--- src/rtl/ctrl_pkg.sv ---
// Shared opcode, condition and state encodings for the fetch/decode/execute controller.
// The PAUSE state exists only when CTRL_STEP_EN is defined.
package ctrl_pkg;

  localparam logic [3:0] OP_REG  = 4'h0;
  localparam logic [3:0] OP_BR   = 4'hC;
  localparam logic [3:0] OP_HALT = 4'hF;

  localparam logic [3:0] EXT_CMP = 4'hB;

  localparam logic [3:0] COND_EQ = 4'h0;
  localparam logic [3:0] COND_NE = 4'h1;
  localparam logic [3:0] COND_AL = 4'hE;

  typedef enum logic [2:0] {
    ST_FETCH  = 3'd0,
    ST_DECODE = 3'd1,
    ST_EXEC   = 3'd2,
`ifdef CTRL_STEP_EN
    ST_PAUSE  = 3'd4,
`endif
    ST_HALT   = 3'd3
  } state_e;

  function automatic logic [15:0] sext8_16(input logic [7:0] v);
    return {{8{v[7]}}, v};
  endfunction

  function automatic logic [31:0] sext8_32(input logic [7:0] v);
    return {{24{v[7]}}, v};
  endfunction

endpackage

--- src/rtl/ctrl_decode.sv ---
// Purely combinational instruction decoder: IR + latched zero flag -> datapath
// control bundle plus branch/halt classification.
module ctrl_decode
  import ctrl_pkg::*;
(
  input  logic [15:0] ir,
  input  logic        z,
  output logic [7:0]  alu_op,
  output logic [7:0]  muxes,
  output logic [15:0] regs_en,
  output logic [15:0] imm,
  output logic        is_alu,
  output logic        is_branch,
  output logic        br_taken,
  output logic        is_halt
);

  logic [3:0] op;
  logic [3:0] rd;
  logic [3:0] ext;
  logic [3:0] rsrc;

  assign op   = ir[15:12];
  assign rd   = ir[11:8];
  assign ext  = ir[7:4];
  assign rsrc = ir[3:0];

  always_comb begin
    // NOTE: every output gets a default before the branches so no path leaves one unassigned (no latches).
    alu_op    = 8'h00;
    muxes     = 8'h00;
    regs_en   = 16'h0000;
    imm       = 16'h0000;
    is_alu    = 1'b0;
    is_branch = 1'b0;
    br_taken  = 1'b0;
    is_halt   = 1'b0;

    if (op == OP_REG) begin
      is_alu  = 1'b1;
      alu_op  = {4'h0, ext};
      muxes   = {rd, rsrc};
      regs_en = (ext == EXT_CMP) ? 16'h0000 : (16'h0001 << rd);
    end else if (!op[3]) begin
      is_alu  = 1'b1;
      alu_op  = {op, 4'h0};
      muxes   = {rd, 4'h0};
      imm     = sext8_16(ir[7:0]);
      regs_en = 16'h0001 << rd;
    end else if (op == OP_BR) begin
      // For branches the Rdest field carries the condition code.
      is_branch = 1'b1;
      case (rd)
        COND_EQ: br_taken = z;
        COND_NE: br_taken = !z;
        COND_AL: br_taken = 1'b1;
        default: br_taken = 1'b0;
      endcase
    end else if (op == OP_HALT) begin
      is_halt = 1'b1;
    end
  end

endmodule

--- src/rtl/ctrl_sequencer.sv ---
// Fetch/decode/execute controller: owns the FSM, PC and zero flag; all outputs registered.
// Optional single-step mode (step input, PAUSE state) is enabled by defining CTRL_STEP_EN.
module ctrl_sequencer
  import ctrl_pkg::*;
#(
  parameter int unsigned          ADDR_W   = 16,
  parameter logic [ADDR_W-1:0]    RESET_PC = '0
) (
  input  logic              clk,
  input  logic              reset,
`ifdef CTRL_STEP_EN
  input  logic              step,
`endif
  output logic              instr_req,
  output logic [ADDR_W-1:0] instr_addr,
  input  logic              instr_ack,
  input  logic [15:0]       instr_data,
  input  logic              zero_in,
  output logic [7:0]        alu_op,
  output logic [7:0]        muxes,
  output logic [15:0]       regs_en,
  output logic [15:0]       imm,
  output logic              halted
);

  state_e            state_q, state_d;
  logic [ADDR_W-1:0] pc_q, pc_d;
  logic [15:0]       ir_q, ir_d;
  logic              z_q, z_d;
  logic              req_q, req_d;
  logic [7:0]        alu_op_q, alu_op_d;
  logic [7:0]        muxes_q, muxes_d;
  logic [15:0]       regs_en_q, regs_en_d;
  logic [15:0]       imm_q, imm_d;
  logic              halted_q, halted_d;
`ifdef CTRL_STEP_EN
  logic              step_prev_q, step_prev_d;
`endif

  logic [7:0]  dec_alu_op;
  logic [7:0]  dec_muxes;
  logic [15:0] dec_regs_en;
  logic [15:0] dec_imm;
  logic        dec_is_alu;
  logic        dec_is_branch;
  logic        dec_br_taken;
  logic        dec_is_halt;

  ctrl_decode u_decode (
    .ir        (ir_q),
    .z         (z_q),
    .alu_op    (dec_alu_op),
    .muxes     (dec_muxes),
    .regs_en   (dec_regs_en),
    .imm       (dec_imm),
    .is_alu    (dec_is_alu),
    .is_branch (dec_is_branch),
    .br_taken  (dec_br_taken),
    .is_halt   (dec_is_halt)
  );

  always_comb begin
    state_d     = state_q;
    pc_d        = pc_q;
    ir_d        = ir_q;
    z_d         = z_q;
    req_d       = 1'b0;
    alu_op_d    = 8'h00;
    muxes_d     = 8'h00;
    regs_en_d   = 16'h0000;
    imm_d       = 16'h0000;
    halted_d    = 1'b0;
`ifdef CTRL_STEP_EN
    step_prev_d = step;
`endif

    case (state_q)
      ST_FETCH: begin
        // The request rises one cycle after reset, so an ack can only be taken once it is visible.
        if (req_q && instr_ack) begin
          ir_d    = instr_data;
          state_d = ST_DECODE;
        end else begin
          req_d = 1'b1;
        end
      end
      ST_DECODE: begin
        // Outputs are loaded here so they appear for exactly the EXEC cycle.
        alu_op_d  = dec_alu_op;
        muxes_d   = dec_muxes;
        regs_en_d = dec_regs_en;
        imm_d     = dec_imm;
        state_d   = ST_EXEC;
      end
      ST_EXEC: begin
        if (dec_is_halt) begin
          state_d  = ST_HALT;
          halted_d = 1'b1;
        end else begin
          if (dec_is_alu) begin
            z_d = zero_in;
          end
          if (dec_is_branch && dec_br_taken) begin
            pc_d = pc_q + ADDR_W'(sext8_32(ir_q[7:0]));
          end else begin
            pc_d = pc_q + ADDR_W'(1);
          end
`ifdef CTRL_STEP_EN
          state_d = ST_PAUSE;
`else
          state_d = ST_FETCH;
          req_d   = 1'b1;
`endif
        end
      end
`ifdef CTRL_STEP_EN
      ST_PAUSE: begin
        if (step && !step_prev_q) begin
          state_d = ST_FETCH;
          req_d   = 1'b1;
        end
      end
`endif
      ST_HALT: begin
        halted_d = 1'b1;
      end
      default: begin
        state_d = ST_FETCH;
      end
    endcase
  end

  always_ff @(posedge clk) begin
    // NOTE: sequential state uses non-blocking assignments so every flop samples pre-edge values.
    if (!reset) begin
      state_q     <= ST_FETCH;
      pc_q        <= RESET_PC;
      ir_q        <= 16'h0000;
      z_q         <= 1'b0;
      req_q       <= 1'b0;
      alu_op_q    <= 8'h00;
      muxes_q     <= 8'h00;
      regs_en_q   <= 16'h0000;
      imm_q       <= 16'h0000;
      halted_q    <= 1'b0;
`ifdef CTRL_STEP_EN
      step_prev_q <= 1'b0;
`endif
    end else begin
      state_q     <= state_d;
      pc_q        <= pc_d;
      ir_q        <= ir_d;
      z_q         <= z_d;
      req_q       <= req_d;
      alu_op_q    <= alu_op_d;
      muxes_q     <= muxes_d;
      regs_en_q   <= regs_en_d;
      imm_q       <= imm_d;
      halted_q    <= halted_d;
`ifdef CTRL_STEP_EN
      step_prev_q <= step_prev_d;
`endif
    end
  end

  assign instr_req  = req_q;
  assign instr_addr = req_q ? pc_q : '0;
  assign alu_op     = alu_op_q;
  assign muxes      = muxes_q;
  assign regs_en    = regs_en_q;
  assign imm        = imm_q;
  assign halted     = halted_q;

endmodule

--- config.mk ---
export PLATFORM = sky130hd
export DESIGN_NAME = ctrl_sequencer
export DESIGN_NICKNAME = d
export VERILOG_FILES = /design/src/rtl/ctrl_pkg.sv /design/src/rtl/ctrl_decode.sv /design/src/rtl/ctrl_sequencer.sv
export SDC_FILE = /design/constraint.sdc
export NUM_CORES = 1
export LEC_CHECK = 0
export CORE_MARGIN = 2
export CORE_UTILIZATION = 24
export CTS_CLUSTER_DIAMETER = 150
export DETAILED_ROUTE_END_ITERATION = 7
export HOLD_SLACK_MARGIN = 0.06
export SYNTH_ARGS = -nofsm -noshare
export SYNTH_HDL_FRONTEND = slang
export SYNTH_SLANG_ARGS = --single-unit
--- constraint.sdc ---
create_clock -name clk -period 4.4 [get_ports clk]
set_input_delay 0.88 -clock clk [delete_from_list [all_inputs] [get_ports clk]]
set_output_delay 0.88 -clock clk [all_outputs]
set_load 0.02 [all_outputs]
# Word-level counts from Yosys, hierarchy flattened
# Index checks and enable logic that the tools add are counted.
[totals]
ff_bits = 78
input_bits = 20
output_inout_bits = 66
elab_cells = 70
[op_classes]
n_addsub = 2
n_eq_ne = 9
shifts = 1
muxes = 29
bitwise_logic = 4
reduce_logical = 13
[ops]
columns = ["cell", "n"]
rows = [
  ["$mux 16", 5],
  ["$add 16x1->16 const B", 1],
  ["$add 16x16->16", 1],
  ["$eq 4x4->1 const B", 4],
  ["$mux 8", 2],
  ["$shl 1x4->16 const A", 1],
  ["$mux 1", 15],
  ["$pmux 3 s4", 1],
  ["$logic_not 4->1", 2],
  ["$reduce_and 2->1", 4],
  ["$eq 3x2->1 const B", 2],
  ["$eq 4x1->1 const B", 1],
  ["$mux 4", 1],
  ["$not 1->1", 4],
  ["$pmux 1 s2", 2],
  ["$reduce_or 4->1", 1],
  ["$eq 3x1->1 const B", 1],
  ["$logic_not 3->1", 1],
  ["$mux 3", 1],
  ["$pmux 1 s3", 1],
  ["$reduce_and 3->1", 1],
  ["$reduce_or 3->1", 1],
  ["$logic_and 1x1->1", 2],
  ["$mux 2", 1],
  ["other kinds (2)", 2],
]

# Logic depth before layout (Yosys ltp)
# Gate-level depths: netlist of the first run.
[logic_depth]
depth_word = 7
ltp_mapped = 15
mapped_depth_nobuf = 14

# By module
# Synthesis of the first run repeated with hierarchy kept, for this count alone.
[unflattened]
cells_unflattened = 429
hier_area_um2 = 3748.6
[by_module_without_submodules]
columns = ["mod", "instances", "cells_each", "area_each_um2", "seq_area_each_um2"]
rows = [
  ["ctrl_sequencer", 1, 347, 3230.6, 1701.6],
  ["ctrl_decode", 1, 82, 518.0, 0.0],
]

# Least setup slack after synthesis of the first run
# No wires, ideal clock.
[synth_path]
kind = "register to register"
start = "reg ir_q[9]"
end = "reg pc_q[8]"
setup_time_ns = 0.062
arrival_ns = 3.402
t_required_ns = 4.338
setup_slack_ns = 0.936
stages_incl_launch_ff = 14
n_path_buf = 1
synth_period_minus_slack_ns = 3.464
cell_sequence = "dfxtp_1 > buf_6 > or3b_1 > or3_4 > a21oi_1 > nand2_1 > fa_1 > nor2b_1 > o211ai_1 > a21boi_0 > or2_2 > a31oi_1 > or4b_2 > nand3_1"
[synth_via]
elab_chain_len = 7
word_cells_on_any_way = 9
classes_between = "2 x eq/ne; 5 x mux; 2 x reduce/logical"
[synth_rtl]
columns = ["item", "line_no", "source"]
rows = [
  ["start, declared", "ctrl_sequencer.sv:28", "logic [15:0] ir_q, ir_d;"],
  ["start signal, assigned", "ctrl_sequencer.sv:152", "ir_q <= ir_d;"],
  ["$eq 4x4->1, or another cell as far along", "ctrl_decode.sv:53", "case (rd)"],
  ["$pmux 1 s3 (*)", "ctrl_decode.sv:53", ""],
  ["$mux 1 (*)", "ctrl_decode.sv:50", "end else if (op == OP_BR) begin"],
  ["$mux 1 (*)", "ctrl_decode.sv:44", "end else if (!op[3]) begin"],
  ["$mux 1 (*)", "ctrl_decode.sv:39", "if (op == OP_REG) begin"],
  ["$logic_and 1x1->1 (*)", "ctrl_sequencer.sv:103", "if (dec_is_branch && dec_br_taken) begin"],
  ["$mux 16 (*)", "ctrl_sequencer.sv:103", ""],
  ["end signal, assigned", "ctrl_sequencer.sv:151", "pc_q <= pc_d;"],
  ["end, declared", "ctrl_sequencer.sv:27", "logic [ADDR_W-1:0] pc_q, pc_d;"],
]
# Mark *: on every way between the ends. The rest lies on a longest branch, timed or not.
# A chain may end at the register's enable or synchronous reset.

# Worst setup path after layout of the first run
[layout_path]
start = "reg ir_q[8]"
end = "reg pc_q[8]"
# Same word-level chain as after synthesis.

==> metrics, run 1 <==
Routed WL 8380 µm; Die X 123 µm; Initial Utilization 0.246; GP Congestion 0.877; Die Footprint 15300 µm²; Sw Pwr 345 µW; register bit total from synthesis 76; Tcrit/Tclk final 0.895; Post-Syn Area per Cell 8.74 µm²; CTS Root Cell clkbuf_16; largest family of logic cells by synthesized area simple AND/OR/NAND/NOR gates; post-detail-place hpwl 6300 µm; Peak VDD IR 0.206 mV; largest driver fanout on the critical path 8; setup repair bufs after CTS 0; latest clock arrival within the worst-skew pair 340 ps; Setup crit start kind register; register area 1520 µm²; PostCTS Resize Cnt 0; FF-to-FF path depth 12; Synth Area in Adders 0.0606; share of post-route cells with drive strength above 1 0.0513; Tmin final 3940 ps; synth top area cells dfxtp_1 44%, and2_1 7.3%, nand2_1 6.1%; leading area contributor after synthesis dfxtp_1; P_leak 1.82 nW; dpl cell area 4360 µm²; WL/cell 12.9 µm; clock skew 9.85 ps; area delta synth->final 37.5%; number of port buffers 84; via total after detailed routing 2861; final hold viol count 0; Synth cell types 46; mux share of post-synthesis cell area 0.00329; H-tree Lvls 3; core area 13900 µm²; CP Data Required Time 4680 ps; Synth async-reset ratio 0; Overflow after GRT 0; nets 499; Warnings, synthesis 0; Mapped Area 3430 µm²; Rows 43; first-pass GRT wire length 13500 µm; max-capacitance violation count 0; syn nets 428; CTS max path bufs 2; CTS tree yes; GRT Resource Usage Total 0.115; design area 4710 µm²; setup_tns 0 ps; commonest non-fill, non-tap cell in the layout clkdlybuf4s50_1; DRC 0; Pre-Repair DR Iteration Count 4; final std cells w/o fill 648; Clk pwr share 0.522; final setup fails 0; Highest Clock Rate 254 MHz; commonest cells after routing, fill and taps aside 84 x clkdlybuf4s50_1, 76 x dfxtp_1, 56 x nand2_1, 40 x and2_1, 26 x nor2_1; fill count 1406; XOR/XNOR share of the synthesized area 0.0256; CTS Sinks 76; Primary FF master, synth dfxtp_1; cell-internal power 1.29 mW; sw frac 0.211; TritonCTS Buffers 9; Slew Viols, Final 0; chip height 123 µm; Syn Inst Count 392; via density per instance 4.42; initial antenna violation count 0; Placed Instances 632; CTS clk-pin slew, worst paths 60 ps; RSZ-0062 raised after global routing false; part of the power in registers 0.437; Routed Antenna Nets 0; Antenna Cells 0; Multi-input gate area 1740 µm²; critical path class reg2reg; starting DRC count in detailed routing 134; Synth Area in Compound Gates 0.140; Worst-Margin Slew 1120 ps; worst min path class reg2reg; hold path depth 2; Ports 86; hold_buf cts 0; Comb pwr share 0.042; outcome finished clean; post-synth top area share 0.444; Post-synth EDFFs 0; Critical Path Sink Type register; pin count of the biggest net entering global routing 44; vias in the first global route 2731; simple-gate portion of the synthesized area 0.278; Worst EP arrival 4220 ps; power density over the cells 347 nW/µm²; Slew HR 0.251; Seq/Total Area, Yosys 0.444
[through the flow]
step | hold WS [ps] | utilization | setup WS, ps | power [mW]
floorplan | 454 | - | 936 | 0.762
global placement | 473 | 0.313 | 679 | 0.796
detailed placement | 481 | 0.313 | 528 | 0.798
CTS | 487 | 0.338 | 509 | 1.65
global route | 521 | 0.338 | 223 | 1.69
finish | 487 | 0.338 | 460 | 1.63
[path summary, 6_finish.rpt]
path	startpoint	to	slack (ps)
worst max-delay path	ir_q[8]	pc_q[8]	460
worst min-delay path	pc_q[0]	pc_q[0]	490
worst max register to register	ir_q[8]	pc_q[8]	460
worst min register to register	pc_q[0]	pc_q[0]	490
[metal layers]
layer / part of all wire / vias to the layer above / GRT usage
li1: - / 1463 / -
met1: 0.46 / 1323 / 0.148
met2: 0.47 / 67 / 0.182
met3: 0.047 / 8 / 0.0263
met4: 0.017 / 0 / 0.0518
met5: 0 / - / 0
[synth_stat cells, drive strengths merged, types with 2 or more instances]
| cell type | count |
|---|---|
| a21boi | 20 |
| and4 | 4 |
| xor2 | 3 |
| nand3b | 2 |
| inv | 7 |
| nor2 | 26 |
| a21oi | 14 |
| o21bai | 2 |
| dfxtp | 76 |
| nor3 | 5 |
| o21ai | 17 |
| or4b | 2 |
| or2 | 4 |
| nand4 | 4 |
| nor2b | 3 |
| o211a | 2 |
| clkbuf | 14 |
| ha | 15 |
| nand3 | 13 |
| and2 | 40 |
| or3 | 3 |
| a21o | 5 |
| a31oi | 2 |
| and3 | 12 |
| o211ai | 3 |
| nand2b | 7 |
| buf | 11 |
| xnor2 | 7 |
| nand2 | 56 |
[sequential cells by signal, summed over array words and instances (netlist names)]
name	flops
alu_op	7
halted	1
imm	8
instr_req	1
ir_q	16
muxes	8
pc_q	16
regs_en	16
state_q	2
z_q	1
[critical path, cell delays in order (launching register included)]
cell      delay [ps]
dfxtp_1          430
or3b_1           430
or3_4            370
a21oi_1          410
nand2_1          180
fa_1             460
nor2b_1          180
o211ai_1         100
a21boi_0         320
or2_2            200
a31oi_1          100
or4b_2           640
nand3_1           90
[cell type report]
class                   count  area share
repair buffers             85       0.180
flip-flops and latches     76       0.323
well taps                 180      0.0478
clock inverters             7      0.0258
multi-input cells         284       0.370
clock buffers               9      0.0478
inverters                   7     0.00558
[kinds of logic (layout without fill, tap and decap cells)]
kind of cell | Yosys count | count (layout)
xor gates and xnor gates | 10 | 10
buffers and inverters | 32 | 108
DFF | 76 | 76
muxes | 1 | 1
and+or+nand+nor | 184 | 184
other | 1 | 1
AOI/OAI and AO/OA | 72 | 72
adders and majority gates | 16 | 16
[power by group through the flow]
stage	logic (mW)	registers (mW)	clock network, mW
2_1_floorplan	0.0391	0.723	0
3_3_place_gp	0.0683	0.727	0
3_5_place_dp	0.0693	0.728	0
4_1_cts	0.0695	0.713	0.871
5_1_grt	0.0754	0.715	0.903
6_report	0.0679	0.713	0.852
(Power assumes the default switching activity.)
==> run 2, diff against run 1 <==
Settings changed: CTS_BUF_LIST set to sky130_fd_sc_hd__clkbuf_8, TNS_END_PERCENT set to 20.
==> run 2 against run 1 <==
Compared with the run above: first-iteration DRC count is 9.0% higher; hold slack better by 3.3 ps; power is 12% lower; worst setup slack worse by 6.7 ps; register-to-register slack hardly changed; critical path type unchanged; largest power group is now registers.
==> metrics, run 2 (synthesis results as in run 1) <==
FF-to-FF setup slack 450 ps (was 460 ps); Tmin final 3950 ps (was 3940 ps); Rows 43 (unchanged); P_leak 1.78 nW (was 1.82 nW); setup repair bufs after CTS 0 (unchanged); worst flop-to-flop path endpoint pc_q[8] (unchanged); commonest cells after routing, fill and taps aside 84 x clkdlybuf4s50_1, 76 x dfxtp_1, 56 x nand2_1, 40 x and2_1, 26 x nor2_1 (unchanged); core area 13900 µm² (unchanged); sink of the worst hold path pc_q[0] (unchanged); final setup fails 0 (unchanged); CTS max path bufs 2 (unchanged); CP Data Required Time 4700 ps (was 4680 ps); Die X 123 µm (unchanged); Pre-Repair DR Iteration Count 4 (unchanged); Routed Antenna Nets 0 (unchanged); number of port buffers 84 (unchanged); Antenna Cells 0 (unchanged); worst slack, placed 528 ps (unchanged); share of post-route cells with drive strength above 1 0.0513 (unchanged); Cell Chain, Critical Path or3b_1 > or3_4 > a21oi_1 > nand2_1 > fa_1 > nor2b_1 > o211ai_1 > a21boi_0 > or2_2 > a31oi_1 > or4b_2 > nand3_1 (unchanged); Setup WS post-layout 454 ps (was 460 ps); commonest non-fill, non-tap cell in the layout clkdlybuf4s50_1 (unchanged); PostCTS Resize Cnt 0 (unchanged); Worst-Margin Slew 1110 ps (was 1120 ps); GRT Resource Usage Total 0.114 (was 0.115); nets 499 (unchanged); Routed WL 8410 µm (was 8380 µm); CP max stage cell or4b_2 (unchanged); outcome finished clean (unchanged); initial antenna violation count 0 (unchanged); post-detail-place hpwl 6300 µm (unchanged); area delta synth->final 34.5% (was 37.5%); RSZ-0062 raised after global routing false (unchanged); Slew Viols, Final 0 (unchanged); pin count of the biggest net entering global routing 44 (unchanged); worst min path class reg2reg (unchanged); FF-to-FF path depth 12 (unchanged); hold_buf cts 0 (unchanged); hold path depth 2 (unchanged); Die Footprint 15300 µm² (unchanged); Hold Startpoint pc_q[0] (unchanged); chip height 123 µm (unchanged); Ports 86 (unchanged); Critical Path Sink Type register (unchanged); reg-to-reg startpoint ir_q[8] (unchanged); setup_tns 0 ps (unchanged); clock skew 11.5 ps (was 9.85 ps); Slew HR 0.256 (was 0.251); Setup crit start kind register (unchanged); max-capacitance violation count 0 (unchanged); Initial Utilization 0.246 (unchanged); CTS tree yes (unchanged); CTS Sinks 76 (unchanged); CTS clk-pin slew, worst paths 90 ps (was 60 ps); largest driver fanout on the critical path 8 (unchanged); Worst EP arrival 4250 ps (was 4220 ps); via total after detailed routing 2848 (was 2861); Overflow after GRT 0 (unchanged); starting DRC count in detailed routing 146 (was 134); TritonCTS Buffers 9 (unchanged); GP Congestion 0.877 (unchanged); CTS Root Cell clkbuf_8 (was clkbuf_16); Peak VDD IR 0.174 mV (was 0.206 mV); final hold viol count 0 (unchanged); DRC 0 (unchanged); Crit path largest cell delay 630 ps (was 640 ps); vias in the first global route 2716 (was 2731); power density over the cells 311 nW/µm² (was 347 nW/µm²); critical path class reg2reg (unchanged); Tcrit/Tclk final 0.897 (was 0.895); Highest Clock Rate 253 MHz (was 254 MHz); latest clock arrival within the worst-skew pair 360 ps (was 340 ps); fill count 1423 (was 1406); WL/cell 13.0 µm (was 12.9 µm); first-pass GRT wire length 13400 µm (was 13500 µm); H-tree Lvls 3 (unchanged); via density per instance 4.40 (was 4.42)
## run 2: final cells by class
cell class                 instances  area, µm²  share of cell area
multi-input combinational        284       1740               0.378
sequential                        76       1520               0.330
clock buffer                       9        124              0.0269
clock inverter                     7        121              0.0263
inverter                           7       26.3             0.00570
timing repair buffer              85        848               0.184
tap                              180        225              0.0489
## run 2: worst max-delay path, delay by kind of cell (launching register included)
kind / cells / cell delay [ps]
AO/OA/AOI/OAI: 4 / 930
adder cells (fa/ha/maj): 1 / 460
flip-flops: 1 / 440
AND/OR/NAND/NOR: 7 / 2080
## run 2: worst max-delay path by stage
stage                       start  endpoint  slack, ps  cells after the start
final                     ir_q[8]   pc_q[8]        450                     12
after global routing      ir_q[8]   pc_q[8]        220                     12
after CTS                 ir_q[8]   pc_q[8]        500                     12
after detailed placement  ir_q[8]   pc_q[8]        530                     12
after global placement    ir_q[8]   pc_q[8]        680                     12
after floorplan           ir_q[9]   pc_q[8]        940                     13
## run 2: layer usage
metal	wire length [µm]	GRT usage	share of wire
met2	3990	0.181	0.47
met4	160	0.0518	0.019
met5	0	0	0
met3	387	0.0249	0.046
met1	3880	0.148	0.46
## run 2: stage by stage
stage / util / cell area, µm² / std cells / power, mW / hold WS, ps
finish: 0.331 / 4610 / 648 / 1.43 / 490
global route: 0.331 / 4610 / 648 / 1.49 / 525
CTS: 0.331 / 4610 / 648 / 1.45 / 492
detailed placement: 0.313 / 4360 / 632 / 0.798 / 481
global placement: 0.313 / 4360 / 632 / 0.796 / 473
floorplan: - / 3430 / 392 / 0.762 / 454
## run 2: report_power, final
| part | leakage, nW | internal [mW] | switching, mW |
|---|---|---|---|
| registers | 0.614 | 0.697 | 0.0146 |
| logic | 1.04 | 0.0320 | 0.0363 |
| clock network | 0.124 | 0.381 | 0.273 |
==> run 3, diff against run 2 <==
--- a/config.mk
+++ b/config.mk
@@ -12,4 +12,5 @@
 export DETAILED_ROUTE_END_ITERATION = 7
 export HOLD_SLACK_MARGIN = 0.06
+export REMOVE_ABC_BUFFERS = 1
 export SYNTH_ARGS = -nofsm -noshare
 export SYNTH_HDL_FRONTEND = slang
==> constraint.sdc (replaced) <==
create_clock -name clk -period 4.4 [get_ports clk]
set_input_delay 0.66 -clock clk [delete_from_list [all_inputs] [get_ports clk]]
set_output_delay 0.66 -clock clk [all_outputs]
set_load 0.02 [all_outputs]
==> run 3 against run 2 <==
Compared with the run above: core utilization is 0.33 points lower; worst setup slack better by 92 ps; clock power is 19% lower; highest routed layer unchanged.
==> metrics, run 3 (synthesis results as in run 1) <==
Rows 43 (unchanged); Tcrit/Tclk final 0.876 (was 0.897); FF-to-FF path depth 12 (unchanged); Clk pwr share 0.403 (was 0.456); outcome finished clean (unchanged); reg-to-reg startpoint ir_q[8] (unchanged); post-detail-place hpwl 6390 µm (was 6300 µm); Routed Antenna Nets 0 (unchanged); commonest cells after routing, fill and taps aside 84 x clkdlybuf4s50_1, 76 x dfxtp_1, 56 x nand2_1, 40 x and2_1, 26 x nor2_1 (unchanged); Pre-Repair DR Iteration Count 4 (unchanged); CTS tree yes (unchanged); final setup fails 0 (unchanged); Multi-input gate area 1740 µm² (unchanged); chip height 123 µm (unchanged); PostCTS Resize Cnt 0 (unchanged); nets 499 (unchanged); RSZ-0062 raised after global routing false (unchanged); Placed Instances 632 (unchanged); area delta synth->final 33.2% (was 34.5%); total chip power 1.31 mW (was 1.43 mW); CTS clk-pin slew, worst paths 80 ps (was 90 ps); final hold viol count 0 (unchanged); Slew Viols, Final 0 (unchanged); Worst EP arrival 4160 ps (was 4250 ps); initial antenna violation count 0 (unchanged); Peak VDD IR 0.121 mV (was 0.174 mV); register area 1520 µm² (unchanged); largest driver fanout on the critical path 8 (unchanged); worst min path class reg2reg (unchanged); share of post-route cells with drive strength above 1 0.0491 (was 0.0513); Hold WS 494 ps (was 490 ps); Worst-Margin Slew 1150 ps (was 1110 ps); cell-internal power 994 µW (was 1.11 mW); setup repair bufs after CTS 0 (unchanged); Comb pwr share 0.052 (was 0.048); Critical Path End pc_q[8] (unchanged); GR met1 Demand/Resource 0.146 (was 0.148); starting DRC count in detailed routing 139 (was 146); via density per instance 4.35 (was 4.40); setup_tns 0 ps (unchanged); H-tree Lvls 3 (unchanged); final std cells w/o fill 648 (unchanged); DRC 0 (unchanged); part of the power in registers 0.545 (was 0.497); max-capacitance violation count 0 (unchanged); clock skew 9.19 ps (was 11.5 ps); start point of the critical path ir_q[8] (unchanged); GRT Resource Usage Total 0.117 (was 0.114); worst flop-to-flop path endpoint pc_q[8] (unchanged); GR Layer Usage met2 0.182 (was 0.181); Sw Pwr 314 µW (was 324 µW); Most Crowded Layer GR met2 (unchanged); GP Congestion 0.930 (was 0.877); Die X 123 µm (unchanged); grt met3 use 0.0424 (was 0.0249); Highest Clock Rate 259 MHz (was 253 MHz); via total after detailed routing 2817 (was 2848); WL/cell 13.1 µm (was 13.0 µm); power density over the cells 286 nW/µm² (was 311 nW/µm²); Setup crit start kind register (unchanged); CTS Root Cell clkbuf_8 (unchanged); TritonCTS Buffers 9 (unchanged); Slew HR 0.229 (was 0.256); fill count 1413 (was 1423); Die Footprint 15300 µm² (unchanged); commonest non-fill, non-tap cell in the layout clkdlybuf4s50_1 (unchanged); sw frac 0.240 (was 0.226); CTS max path bufs 2 (unchanged); core area 13900 µm² (unchanged); pin count of the biggest net entering global routing 44 (unchanged); hold_buf cts 0 (unchanged); final core utilization 0.327 (was 0.331); Ports 86 (unchanged); Antenna Cells 0 (unchanged); critical path class reg2reg (unchanged); Overflow after GRT 0 (unchanged); FF-to-FF setup slack 550 ps (was 450 ps); Routed WL 8510 µm (was 8410 µm); P_leak 1.75 nW (was 1.78 nW); Critical Path Sink Type register (unchanged); CP Data Required Time 4700 ps (about the same); Tmin final 3850 ps (was 3950 ps); first-pass GRT wire length 13600 µm (was 13400 µm); latest clock arrival within the worst-skew pair 360 ps (about the same); number of port buffers 84 (unchanged); Initial Utilization 0.246 (unchanged); CTS Sinks 76 (unchanged); vias in the first global route 2771 (was 2716)
[run 3: cell count changes in the layout (fill, tap and decap cells not counted)]
cell        before  now
bufinv_16        3    1
clkinvlp_4       0    2
inv_1            7    8
clkinv_2         1    0
[run 3: worst min-delay path by stage]
stage               endpoint      from  cells after the start  slack (ps)
floorplan            pc_q[2]   pc_q[2]                      2         450
global placement     pc_q[0]   pc_q[0]                      2         470
detailed placement   pc_q[0]   pc_q[0]                      2         480
CTS                  pc_q[0]   pc_q[0]                      2         490
global route        ir_q[12]  ir_q[12]                      2         520
finish               pc_q[0]   pc_q[0]                      2         490
[run 3: critical path: stages, from the launching register on]
cell and delay [ps]:
dfxtp_1 430, or3b_1 420, or3_4 360, a21oi_1 380
nand2_1 160, fa_1 440, nor2b_1 170, o211ai_1 90
a21boi_0 310, or2_2 200, a31oi_1 100, or4b_2 640
nand3_1 90
[run 3: power groups by stage]
stage	Combinational, mW	Clock [mW]	Sequential, mW
5_1_grt	0.0752	0.581	0.715
3_3_place_gp	0.0674	0	0.727
2_1_floorplan	0.0292	0	0.725
3_5_place_dp	0.0684	0	0.729
4_1_cts	0.0687	0.546	0.712
6_report	0.0679	0.527	0.712
[run 3: through the flow]
step / area (µm²) / setup slack (ps)
after detailed placement: 4360 / 603
after global routing: 4560 / 225
after global placement: 4360 / 684
after CTS: 4560 / 579
after floorplan: 3290 / 975
final: 4560 / 546
[run 3: layout make-up]
| type | count | share of cell area |
|---|---|---|
| Inverter | 7 | 0.00576 |
| Timing Repair Buffer | 85 | 0.186 |
| Multi-Input combinational cell | 284 | 0.382 |
| Clock inverter | 7 | 0.0165 |
| Clock buffer | 9 | 0.0271 |
| Sequential cell | 76 | 0.333 |
| Tap cell | 180 | 0.0494 |
[run 3: layer usage]
layer	part of all wire	up-vias
met1	0.46	1275
li1	-	1466
met2	0.46	67
met4	0.016	0
met3	0.061	9
met5	0	-
